==> src/rtl/alu_pkg.sv <==
// Shared ALU types for the execute stage: operation/operand-select enums, FSM states, branch funct3 codes.
package alu_pkg;

  typedef enum logic [3:0] {
    ALU_ADD, ALU_SUB, ALU_AND, ALU_OR, ALU_XOR,
    ALU_SLT, ALU_SLTU, ALU_SLL, ALU_SRL, ALU_SRA
  } alu_op_e;

  typedef enum logic [1:0] {SRC_REG, SRC_IMM, SRC_PC, SRC_ZERO} alu_src_e;

  typedef enum logic [1:0] {IDLE, SHIFT, HOLD} exec_state_e;

  localparam logic [2:0] BR_BEQ  = 3'b000;
  localparam logic [2:0] BR_BNE  = 3'b001;
  localparam logic [2:0] BR_BLT  = 3'b100;
  localparam logic [2:0] BR_BGE  = 3'b101;
  localparam logic [2:0] BR_BLTU = 3'b110;
  localparam logic [2:0] BR_BGEU = 3'b111;

  function automatic logic is_shift_op(input alu_op_e op);
    return (op == ALU_SLL) || (op == ALU_SRL) || (op == ALU_SRA);
  endfunction

endpackage

==> src/rtl/alu_shifter.sv <==
// Shift datapath for the execute stage. ALU_BARREL_SHIFT_EN selects a single-cycle barrel
// shifter; otherwise shifts iterate one bit per cycle with a down-counter.
module alu_shifter
  import alu_pkg::*;
#(
  parameter int XLEN = 32
) (
  input  logic                     clk_i,
  input  logic                     rst_ni,
  input  logic                     i_start,
  input  logic                     i_abort,
  input  alu_op_e                  i_op,
  input  logic [XLEN-1:0]          i_operand,
  input  logic [$clog2(XLEN)-1:0]  i_shamt,
  output logic                     o_single,
  output logic [XLEN-1:0]          o_single_result,
  output logic                     o_done,
  output logic [XLEN-1:0]          o_result
);

  localparam int SHW = $clog2(XLEN);

`ifdef ALU_BARREL_SHIFT_EN

  logic signed [XLEN-1:0] w_sop;
  logic                   w_unused;

  assign w_sop    = i_operand;
  assign w_unused = ^{clk_i, rst_ni, i_start, i_abort};

  always_comb begin
    case (i_op)
      ALU_SLL: o_single_result = i_operand << i_shamt;
      ALU_SRA: o_single_result = w_sop >>> i_shamt;
      default: o_single_result = i_operand >> i_shamt;
    endcase
  end

  assign o_single = 1'b1;
  assign o_done   = 1'b0;
  assign o_result = '0;

`else

  logic [XLEN-1:0] r_data;
  logic [SHW-1:0]  r_cnt;
  alu_op_e         r_op;
  logic [XLEN-1:0] w_step;

  always_comb begin
    case (r_op)
      ALU_SLL: w_step = {r_data[XLEN-2:0], 1'b0};
      ALU_SRA: w_step = {r_data[XLEN-1], r_data[XLEN-1:1]};
      default: w_step = {1'b0, r_data[XLEN-1:1]};
    endcase
  end

  always_ff @(posedge clk_i) begin
    if (!rst_ni || i_abort) begin
      r_cnt <= '0;
    end else if (i_start) begin
      r_cnt <= i_shamt;
    end else if (r_cnt != '0) begin
      r_cnt <= r_cnt - 1'b1;
    end
  end

  // After the last step the counter sits at zero, so r_data keeps the final value for HOLD.
  always_ff @(posedge clk_i) begin
    if (i_start) begin
      r_data <= i_operand;
      r_op   <= i_op;
    end else if (r_cnt != '0) begin
      r_data <= w_step;
    end
  end

  assign o_single        = (i_shamt == '0);
  assign o_single_result = i_operand;
  assign o_done          = (r_cnt == SHW'(1));
  assign o_result        = o_done ? w_step : r_data;

`endif

endmodule

==> src/rtl/execute_stage.sv <==
// Registered execute stage: operand mux, ALU, branch compare, shift FSM and valid/ready output register.
// Shift implementation is selected by ALU_BARREL_SHIFT_EN (see alu_shifter).
module execute_stage
  import alu_pkg::*;
#(
  parameter int XLEN = 32
) (
  input  logic            clk_i,
  input  logic            rst_ni,
  input  logic            valid_i,
  output logic            ready_o,
  input  alu_op_e         alu_op_i,
  input  alu_src_e        alu_src1_i,
  input  alu_src_e        alu_src2_i,
  input  logic [XLEN-1:0] rs1_data_i,
  input  logic [XLEN-1:0] rs2_data_i,
  input  logic [XLEN-1:0] imm_i,
  input  logic [XLEN-1:0] pc_i,
  input  logic [2:0]      funct3_i,
  input  logic            is_branch_i,
  input  logic [4:0]      rd_addr_i,
  input  logic            rd_we_i,
  input  logic            flush_i,
  output logic            valid_o,
  input  logic            ready_i,
  output logic [XLEN-1:0] result_o,
  output logic [4:0]      rd_addr_o,
  output logic            rd_we_o,
  output logic            branch_taken_o
);

  localparam int SHW = $clog2(XLEN);

  function automatic logic [XLEN-1:0] sel_operand(input alu_src_e src, input logic [XLEN-1:0] reg_v,
                                                  input logic [XLEN-1:0] imm_v, input logic [XLEN-1:0] pc_v);
    case (src)
      SRC_REG: return reg_v;
      SRC_IMM: return imm_v;
      SRC_PC:  return pc_v;
      default: return '0;
    endcase
  endfunction

  function automatic logic [XLEN-1:0] alu_compute(input alu_op_e op, input logic [XLEN-1:0] a,
                                                  input logic [XLEN-1:0] b);
    logic signed [XLEN-1:0] sa;
    logic signed [XLEN-1:0] sb;
    sa = a;
    sb = b;
    case (op)
      ALU_ADD:  return a + b;
      ALU_SUB:  return a - b;
      ALU_AND:  return a & b;
      ALU_OR:   return a | b;
      ALU_XOR:  return a ^ b;
      ALU_SLT:  return {{(XLEN-1){1'b0}}, (sa < sb)};
      ALU_SLTU: return {{(XLEN-1){1'b0}}, (a < b)};
      default:  return '0;
    endcase
  endfunction

  function automatic logic branch_eval(input logic [2:0] f3, input logic [XLEN-1:0] a,
                                       input logic [XLEN-1:0] b);
    logic signed [XLEN-1:0] sa;
    logic signed [XLEN-1:0] sb;
    sa = a;
    sb = b;
    case (f3)
      BR_BEQ:  return a == b;
      BR_BNE:  return a != b;
      BR_BLT:  return sa < sb;
      BR_BGE:  return sa >= sb;
      BR_BLTU: return a < b;
      BR_BGEU: return a >= b;
      default: return 1'b0;
    endcase
  endfunction

  exec_state_e     r_state, w_state_nxt;
  logic            r_valid;
  logic [XLEN-1:0] r_result;
  logic [4:0]      r_rd_addr;
  logic            r_rd_we;
  logic            r_taken;
  logic [4:0]      r_rd_addr_q;
  logic            r_rd_we_q;
  logic            r_taken_q;

  logic [XLEN-1:0] w_op1, w_op2, w_alu_res, w_res_now, w_shift_single_res, w_shift_res;
  logic            w_taken, w_is_shift, w_shift_single, w_single, w_shift_done;
  logic            w_out_free, w_accept, w_start, w_wr_now, w_wr_late;

  assign w_op1     = sel_operand(alu_src1_i, rs1_data_i, imm_i, pc_i);
  assign w_op2     = sel_operand(alu_src2_i, rs2_data_i, imm_i, pc_i);
  assign w_alu_res = alu_compute(alu_op_i, w_op1, w_op2);
  assign w_taken   = is_branch_i && branch_eval(funct3_i, w_op1, w_op2);

  assign w_out_free = !r_valid || ready_i;
  assign ready_o    = (r_state == IDLE) && w_out_free && !flush_i;
  assign w_accept   = valid_i && ready_o;
  assign w_is_shift = is_shift_op(alu_op_i);
  assign w_single   = !w_is_shift || w_shift_single;
  assign w_start    = w_accept && !w_single;
  assign w_wr_now   = w_accept && w_single;
  assign w_res_now  = w_is_shift ? w_shift_single_res : w_alu_res;

  alu_shifter #(.XLEN(XLEN)) u_shifter (
    .clk_i           (clk_i),
    .rst_ni          (rst_ni),
    .i_start         (w_start),
    .i_abort         (flush_i),
    .i_op            (alu_op_i),
    .i_operand       (w_op1),
    .i_shamt         (w_op2[SHW-1:0]),
    .o_single        (w_shift_single),
    .o_single_result (w_shift_single_res),
    .o_done          (w_shift_done),
    .o_result        (w_shift_res)
  );

  always_comb begin
    w_state_nxt = r_state;
    w_wr_late   = 1'b0;
    case (r_state)
      IDLE: begin
        if (w_start) w_state_nxt = SHIFT;
      end
      SHIFT: begin
        if (flush_i) begin
          w_state_nxt = IDLE;
        end else if (w_shift_done) begin
          w_wr_late   = w_out_free;
          w_state_nxt = w_out_free ? IDLE : HOLD;
        end
      end
      HOLD: begin
        if (flush_i) begin
          w_state_nxt = IDLE;
        end else if (w_out_free) begin
          w_wr_late   = 1'b1;
          w_state_nxt = IDLE;
        end
      end
      default: w_state_nxt = IDLE;
    endcase
  end

  always_ff @(posedge clk_i) begin
    if (!rst_ni) r_state <= IDLE;
    else         r_state <= w_state_nxt;
  end

  // Metadata of an iterative shift waits here until its result is written.
  always_ff @(posedge clk_i) begin
    if (w_start) begin
      r_rd_addr_q <= rd_addr_i;
      r_rd_we_q   <= rd_we_i;
      r_taken_q   <= w_taken;
    end
  end

  always_ff @(posedge clk_i) begin
    if (!rst_ni) begin
      r_valid   <= 1'b0;
      r_result  <= '0;
      r_rd_addr <= '0;
      r_rd_we   <= 1'b0;
      r_taken   <= 1'b0;
    end else if (flush_i) begin
      r_valid <= 1'b0;
    end else if (w_wr_now) begin
      r_valid   <= 1'b1;
      r_result  <= w_res_now;
      r_rd_addr <= rd_addr_i;
      r_rd_we   <= rd_we_i;
      r_taken   <= w_taken;
    end else if (w_wr_late) begin
      r_valid   <= 1'b1;
      r_result  <= w_shift_res;
      r_rd_addr <= r_rd_addr_q;
      r_rd_we   <= r_rd_we_q;
      r_taken   <= r_taken_q;
    end else if (ready_i) begin
      r_valid <= 1'b0;
    end
  end

  assign valid_o        = r_valid;
  assign result_o       = r_result;
  assign rd_addr_o      = r_rd_addr;
  assign rd_we_o        = r_rd_we;
  assign branch_taken_o = r_taken;

endmodule

==> config.mk <==
export PLATFORM = sky130hd
export DESIGN_NAME = execute_stage
export DESIGN_NICKNAME = d
export VERILOG_FILES = /design/src/rtl/alu_pkg.sv /design/src/rtl/alu_shifter.sv /design/src/rtl/execute_stage.sv
export SDC_FILE = /design/constraint.sdc
export NUM_CORES = 1
export LEC_CHECK = 0
export BUFFER_PORTS_ARGS = -buffer_cell sky130_fd_sc_hd__buf_2
export CORE_UTILIZATION = 60
export DETAILED_ROUTE_END_ITERATION = 10
export PLACE_DENSITY = 0.85
export SLEW_MARGIN = 20
export SYNTH_ARGS = -nofsm -noshare
export SYNTH_HDL_FRONTEND = slang
export SYNTH_SLANG_ARGS = --single-unit
==> constraint.sdc <==
create_clock -name clk_i -period 11.51 [get_ports clk_i]
set_input_delay 0.5755 -clock clk_i [delete_from_list [all_inputs] [get_ports clk_i]]
set_output_delay 0.5755 -clock clk_i [all_outputs]
set_load 0.05 [all_outputs]
# Word-level counts from Yosys, hierarchy flattened
# Cells that the tools add are included.
[totals]
register_bits = 90
latchBits = 0
ramBits = 0
romBits = 0
in_bits = 151
out_inout_bits = 41
word_cells = 115
mem_count = 0
[op_classes]
addsub = 3
mul = 0
div_mod_pow = 0
n_lt_le_gt_ge = 4
n_eq_ne = 28
shift = 0
n_mux = 34
n_bitwise = 5
n_reduce_logical = 29
[ops]
columns = ["cell", "n"]
rows = [
  ["one-hot mux 32 bit (7 select lines)", 1],
  ["2-to-1 mux 32 bit", 6],
  ["one-hot mux 32 bit (3 select lines)", 2],
  [">= comparator 32 bit", 2],
  ["less-than comparator 32 bit", 2],
  ["one-hot mux 32 bit (2 select lines)", 1],
  ["adder 32 bit", 1],
  ["AND 32 bit", 1],
  ["equality test 32 bit", 1],
  ["inequality test 32 bit", 1],
  ["bitwise OR 32 bit", 1],
  ["subtractor 32 bit", 1],
  ["XOR 32 bit", 1],
  ["equality test 4 x 3 -> 1 bit, second input constant", 5],
  ["2-to-1 mux 5 bit", 4],
  ["equality test 3 bit, second input constant", 4],
  ["equality test 4 bit, second input constant", 3],
  ["2-to-1 mux 2 bit", 6],
  ["2-to-1 mux 1 bit", 11],
  ["equality test 4 x 2 -> 1 bit, second input constant", 2],
  ["equality test 2 x 1 -> 1 bit, second input constant", 3],
  ["equality test 2 bit, second input constant", 3],
  ["logical AND 1 bit", 6],
  ["logical NOT 2 bit", 3],
  ["22 further kinds", 32],
]

# Depth between registers and ports, before layout
[logic_depth]
ltp_word = 9
mapped_depth = 21
depth_no_buf = 18

# By module
# Synthesis repeated with hierarchy kept, for this count alone.
[unflattened]
cells_unflattened = 1514
area_unflattened_um2 = 11878.9
[modules_own_cells]
columns = ["module", "n_inst", "cells_each", "area_per_inst_um2", "seq_area_each_um2"]
rows = [
  ["execute_stage", 1, 1294, 8987.4, 1051.0],
  ["alu_shifter", 1, 220, 2891.5, 1181.1],
]

# Worst setup path after synthesis
# Ideal clock, no wire load.
[synth_timing]
path_type = "input port to flip-flop"
from = "input alu_src1_i[1]"
to = "register r_result[31], in the netlist result_o[31]"
setup_ps = 132
arrival_ps = 4587
t_required_ps = 11378
path_slack_ps = 6791
cell_stages = 18
n_path_buf = 4
path_cell_list = "buf_4 -> buf_6 -> buf_4 -> buf_1 -> mux2i_1 -> o21a_1 -> ha_1 -> a211oi_1 -> nor3_1 -> a211oi_1 -> a2bb2oi_1 -> o311ai_2 -> a41o_1 -> a211oi_1 -> o311ai_1 -> mux2i_1 -> a221oi_1 -> nor3_1"
[synth_via]
elab_chain_len = 6
word_cells_on_any_way = 12
cone_classes = "2 x add/sub; 2 x eq/ne; 4 x mux; 3 x bitwise; 1 x reduce/logical"
[synth_lines]
columns = ["item", "line_no", "source"]
rows = [
  ["start: declaration", "execute_stage.sv:13", "input alu_src_e alu_src1_i,"],
  ["equality test 2 bit, or another cell as far along", "execute_stage.sv:36", "case (src)"],
  ["one-hot mux 32 bit (3 select lines) (*)", "execute_stage.sv:36", ""],
  ["subtractor 32 bit, or another cell as far along", "execute_stage.sv:52", "ALU_SUB: return a - b;"],
  ["one-hot mux 32 bit (7 select lines)", "execute_stage.sv:50", "case (op)"],
  ["2-to-1 mux 32 bit (*)", "execute_stage.sv:105", "assign w_res_now = w_is_shift ? w_shift_single_res : w_alu_res;"],
  ["2-to-1 mux 32 bit (*)", "execute_stage.sv:171", "end else if (w_wr_now) begin"],
  ["end signal: assignment", "execute_stage.sv:173", "r_result <= w_res_now;"],
  ["end signal: assignment", "execute_stage.sv:179", "r_result <= w_shift_res;"],
  ["end: declaration", "execute_stage.sv:81", "logic [XLEN-1:0] r_result;"],
]
# Every way passes the cells marked *; elsewhere a longest branch is shown, timed or not.
# A chain may end at the register's enable or synchronous reset.

# Final worst setup path
[layout_timing]
from = "input alu_src1_i[0]"
to = "register r_result[31], in the netlist result_o[31]"
# The elaborated chain is that of the path after synthesis.

==> key figures <==
Yosys
  – Fraction of the yosys area taken by sequential cells: roughly a fifth
  – Syn avg cell area: about 7.6 um2
  – Share of flip-flops with an asynchronous set or reset: 0%
  – Number of enable-type register cells in the synthesized netlist: between 40 and 50
  – Post-synthesis cell area: ~11000 um2
  – Net count of the mapped netlist: ~1700
  – Top_reg_cell synth: sky130_fd_sc_hd__dfxtp_1
  – Number of distinct library cell variants in the gate-level netlist after synthesis: approximately 90
  – Gate Count Post-Synth: approximately 1400
  – Count of state elements after synthesis: 90
  – Total number of yosys warnings: 0

Place
  – Area after DPL: 11900 um2
  – Port-buffer cells: approximately 190
  – GP Congestion: about 1.0
  – Post-DP HPWL: approximately 30000 um

Critical path
  – Maximum net fanout on the critical path: 33
  – Most common cell on crit path: sky130_fd_sc_hd__a211oi_1
  – CP startpoint kind: primary input
  – Arrival @ worst endpoint: about 5700 ps
  – Worst path cell trace: buf_2 > nor2b_4 > nand2_1 > o21a_1 > ha_1 > a211oi_1 > nor3_1 > a211oi_1 > a2bb2oi_1 > o311ai_2 > a41o_1 > a211oi_1 > o311ai_1 > mux2i_1 > a221oi_1 > nor3_1
  – Required @ worst endpoint: about 12000 ps
  – Largest stage delay, worst path: about 850 ps
  – Setup CP Type: primary input to flip-flop
  – Kind of end point of the critical path: flip-flop
  – Crit path buffers/inverters: 1
  – Family with the most delay on the worst path: compound AO/OA/AOI/OAI gates
  – Slowest cell on the critical path: sky130_fd_sc_hd__nor2b_4

Clock network
  – Clock latency at the later pin of the worst-skew pair: 340 ps
  – Clock-pin transition on the worst setup and hold timing paths: 60 ps
  – Bufs on Longest Clock Path: 2
  – Post-CTS Hold Buffers: 0
  – Post-CTS resize count: 0
  – CTS Buf Count: 9
  – Total setup buffers inserted after CTS: 0
  – Sinks on the clock net: 90
  – CTS tree: done
  – Number of H-tree branching levels: 3
  – CTS root buf: sky130_fd_sc_hd__clkbuf_16

Floorplan
  – Placement row count: 48
  – Die area: 18700 um2
  – Initial Util: ~62%
  – I/O pin count: around 190
  – Die Span X: 137 um
  – DIE HEIGHT: roughly 140 um
  – Standard cell core area: ~18000 um2

Timing
  – Max Clock Freq: between 150 and 200 MHz
  – Sum Neg Setup Slack: 0 ps
  – Hold violation total from the final report: 0
  – Normalized max-slew margin: 25.0%
  – Slew at the pin closest to its max-slew limit: 1110 ps
  – Clock period minus worst slack: 5470 ps
  – Worst clock skew on the final layout: just under 8 ps
  – RSZ-0062 raised after global routing: no
  – Setup-violating endpoint count in the final report: 0
  – Period utilisation layout: between 40% and 50%
  – Max-slew violation total from the final report: 0

Drt
  – Antenna-violating nets left: 0
  – Detailed router's first-iteration violation count: approximately 1200
  – Total routed wirelength: approximately 39000 um
  – First drt pass iteration count: 5
  – Number of vias per cell after detailed routing: about 6.7
  – Number of DRC violations after detailed routing: 0
  – Post-detailed-route wirelength per cell: roughly 22 um
  – Routed via count: ~12000

Global routing
  – Met1 Track Usage GR: 58.6%
  – Global routing met2 resource utilization: roughly three fifths
  – GR Util All Layers: between 40% and 50%
  – First-pass GRT wire length: 59000 um
  – Initial antenna violation count: 2
  – Overflow left after global routing: 0
  – Met3 track demand over resource: 12.7%
  – Most crowded layer after global routing: met2
  – Vias in the first global route: between 10000 and 15000
  – Pin count of the biggest net entering global routing: between 50 and 60

Status
  – Result of the run: finished clean

Hold path
  – Min-delay worst type: primary input to flip-flop

Finish
  – Filler Cell Count: between 1000 and 1500
  – Most frequent standard cell in the layout excluding fill and tap cells: sky130_fd_sc_hd__buf_2
  – Utilization after layout: about 70%
  – Layout cell share with drive strength beyond 1: between 15 and 20%
  – Highest-count cells in the layout ignoring fill and taps: sky130_fd_sc_hd__buf_2, sky130_fd_sc_hd__nor2_1, sky130_fd_sc_hd__a21oi_1
  – Net total in the final layout: between 1500 and 2000
  – Layout area overhead: 11.6%
  – Number of inserted diodes: 0
  – Fin area: between 10000 and 15000 um2

Pwr
  – Peak ir drop on the vdd network: ~0.42 mV
  – Power per Cell Area: between 100 and 150 nW/um2
  – Total design power: 1.67 mW
  – Leakage dissipation: 5.37 nW

Job
  – Max-capacitance violation count: 0
registers in the layout, summed over array words and instances, names as in the netlist, 2 cells and up:
register and flops:
r_rd_addr_q 5, r_state 2, rd_addr_o 5, result_o 32
u_shifter.r_cnt 5, u_shifter.r_data 32, u_shifter.r_op 4
Yosys cell counts (4+ instances only):
master	n	area [um2]
sky130_fd_sc_hd__nor2_1	168	631
sky130_fd_sc_hd__a21oi_1	155	776
sky130_fd_sc_hd__nand2_1	106	398
sky130_fd_sc_hd__mux2i_1	105	1050
sky130_fd_sc_hd__ha_1	91	1140
sky130_fd_sc_hd__inv_1	85	319
sky130_fd_sc_hd__o21ai_0	81	405
sky130_fd_sc_hd__clkbuf_1	74	278
sky130_fd_sc_hd__a211oi_1	54	405
sky130_fd_sc_hd__dfxtp_1	47	941
sky130_fd_sc_hd__edfxtp_1	43	1290
sky130_fd_sc_hd__nor3_1	32	160
sky130_fd_sc_hd__o22ai_1	26	163
sky130_fd_sc_hd__xnor2_1	23	201
sky130_fd_sc_hd__a221oi_1	21	184
sky130_fd_sc_hd__nand3_1	19	95.1
sky130_fd_sc_hd__o21bai_1	17	128
sky130_fd_sc_hd__nand2b_1	16	100
sky130_fd_sc_hd__xor2_1	14	123
sky130_fd_sc_hd__a311oi_1	13	114
sky130_fd_sc_hd__o211ai_1	12	90.1
sky130_fd_sc_hd__o2bb2ai_1	12	105
sky130_fd_sc_hd__or3_1	11	68.8
sky130_fd_sc_hd__a21o_1	10	75.1
sky130_fd_sc_hd__a22oi_1	10	75.1
sky130_fd_sc_hd__buf_1	10	37.5
sky130_fd_sc_hd__o31ai_1	9	67.6
sky130_fd_sc_hd__a31oi_1	8	50.1
sky130_fd_sc_hd__o221ai_1	8	70.1
sky130_fd_sc_hd__a2bb2oi_1	7	61.3
sky130_fd_sc_hd__a2111oi_0	6	52.6
sky130_fd_sc_hd__and3_1	6	37.5
sky130_fd_sc_hd__buf_4	6	45.0
sky130_fd_sc_hd__nor2b_1	6	37.5
sky130_fd_sc_hd__nor4_1	6	37.5
sky130_fd_sc_hd__o21a_1	6	45.0
sky130_fd_sc_hd__nand4_1	5	31.3
sky130_fd_sc_hd__o2bb2ai_2	5	75.1
sky130_fd_sc_hd__o32ai_1	5	43.8
sky130_fd_sc_hd__a21boi_0	4	30.0
sky130_fd_sc_hd__a221o_1	4	40.0
sky130_fd_sc_hd__a41oi_1	4	35.0
sky130_fd_sc_hd__nand3b_1	4	30.0
sky130_fd_sc_hd__or2_2	4	25.0
sky130_fd_sc_hd__or4_1	4	30.0
layout make-up:
| cell class | instances | area (um2) | area share [%] |
|---|---|---|---|
| tap | 225 | 282 | 2.32 |
| multi-input combinational | 1157 | 7940 | 65.3 |
| clock buffer | 13 | 240 | 1.98 |
| clock inverter | 3 | 20.0 | 0.165 |
| timing repair buffer | 211 | 1110 | 9.10 |
| sequential | 90 | 2230 | 18.4 |
| inverter | 90 | 340 | 2.80 |
cell families after synthesis:
| family | synth area share (%) |
|---|---|
| AO/OA/AOI/OAI | 32.4 |
| XOR/XNOR | 2.97 |
| adder cells (fa/ha/maj) | 10.8 |
| buffers and inverters | 6.83 |
| flip-flops | 20.5 |
| multiplexers | 9.75 |
| AND/OR/NAND/NOR | 16.7 |
through the flow:
step                setup slack, ps  hold slack, ps  instances
global placement               6010             464       1773
global route                   5780             434       1789
floorplan                      6790             467       1432
finish                         6040             428       1789
detailed placement             5790             470       1773
CTS                            6150             423       1789
per-layer routing:
metal | vias to the layer above | routed length, um
met5 | - | 33
met4 | 4 | 834
met3 | 69 | 5630
met2 | 813 | 16000
met1 | 5482 | 16300
li1 | 5562 | -
worst register-to-register path, stage by stage, from the launching register on:
cell                       delay [ps]
sky130_fd_sc_hd__dfxtp_1          350
sky130_fd_sc_hd__nor3_1           390
sky130_fd_sc_hd__and2_1           190
sky130_fd_sc_hd__buf_4            440
sky130_fd_sc_hd__a21oi_1          170
sky130_fd_sc_hd__or2_2            530
sky130_fd_sc_hd__buf_4            360
sky130_fd_sc_hd__a211oi_1         380
sky130_fd_sc_hd__a21oi_1           80
sky130_fd_sc_hd__a221oi_1         280
report_power, final:
part	leakage, nW	total (mW)	internal, mW	switching, mW
sequential	0.787	0.539	0.474	0.0656
clock	0.120	0.267	0.146	0.120
combinational	4.46	0.866	0.295	0.571
total	5.37	1.67	0.915	0.757
path summary, 6_finish.rpt:
check | start | depth (start not counted) | end | slack, ps
max | alu_src1_i[0] | 16 | result_o[31] | 6040
min | rd_addr_i[1] | 1 | r_rd_addr_q[1] | 430
max reg2reg | u_shifter.r_cnt[2] | 9 | result_o[8] | 8270
min reg2reg | rd_addr_o[4] | 2 | rd_addr_o[4] | 480
(Power assumes the default switching activity.)
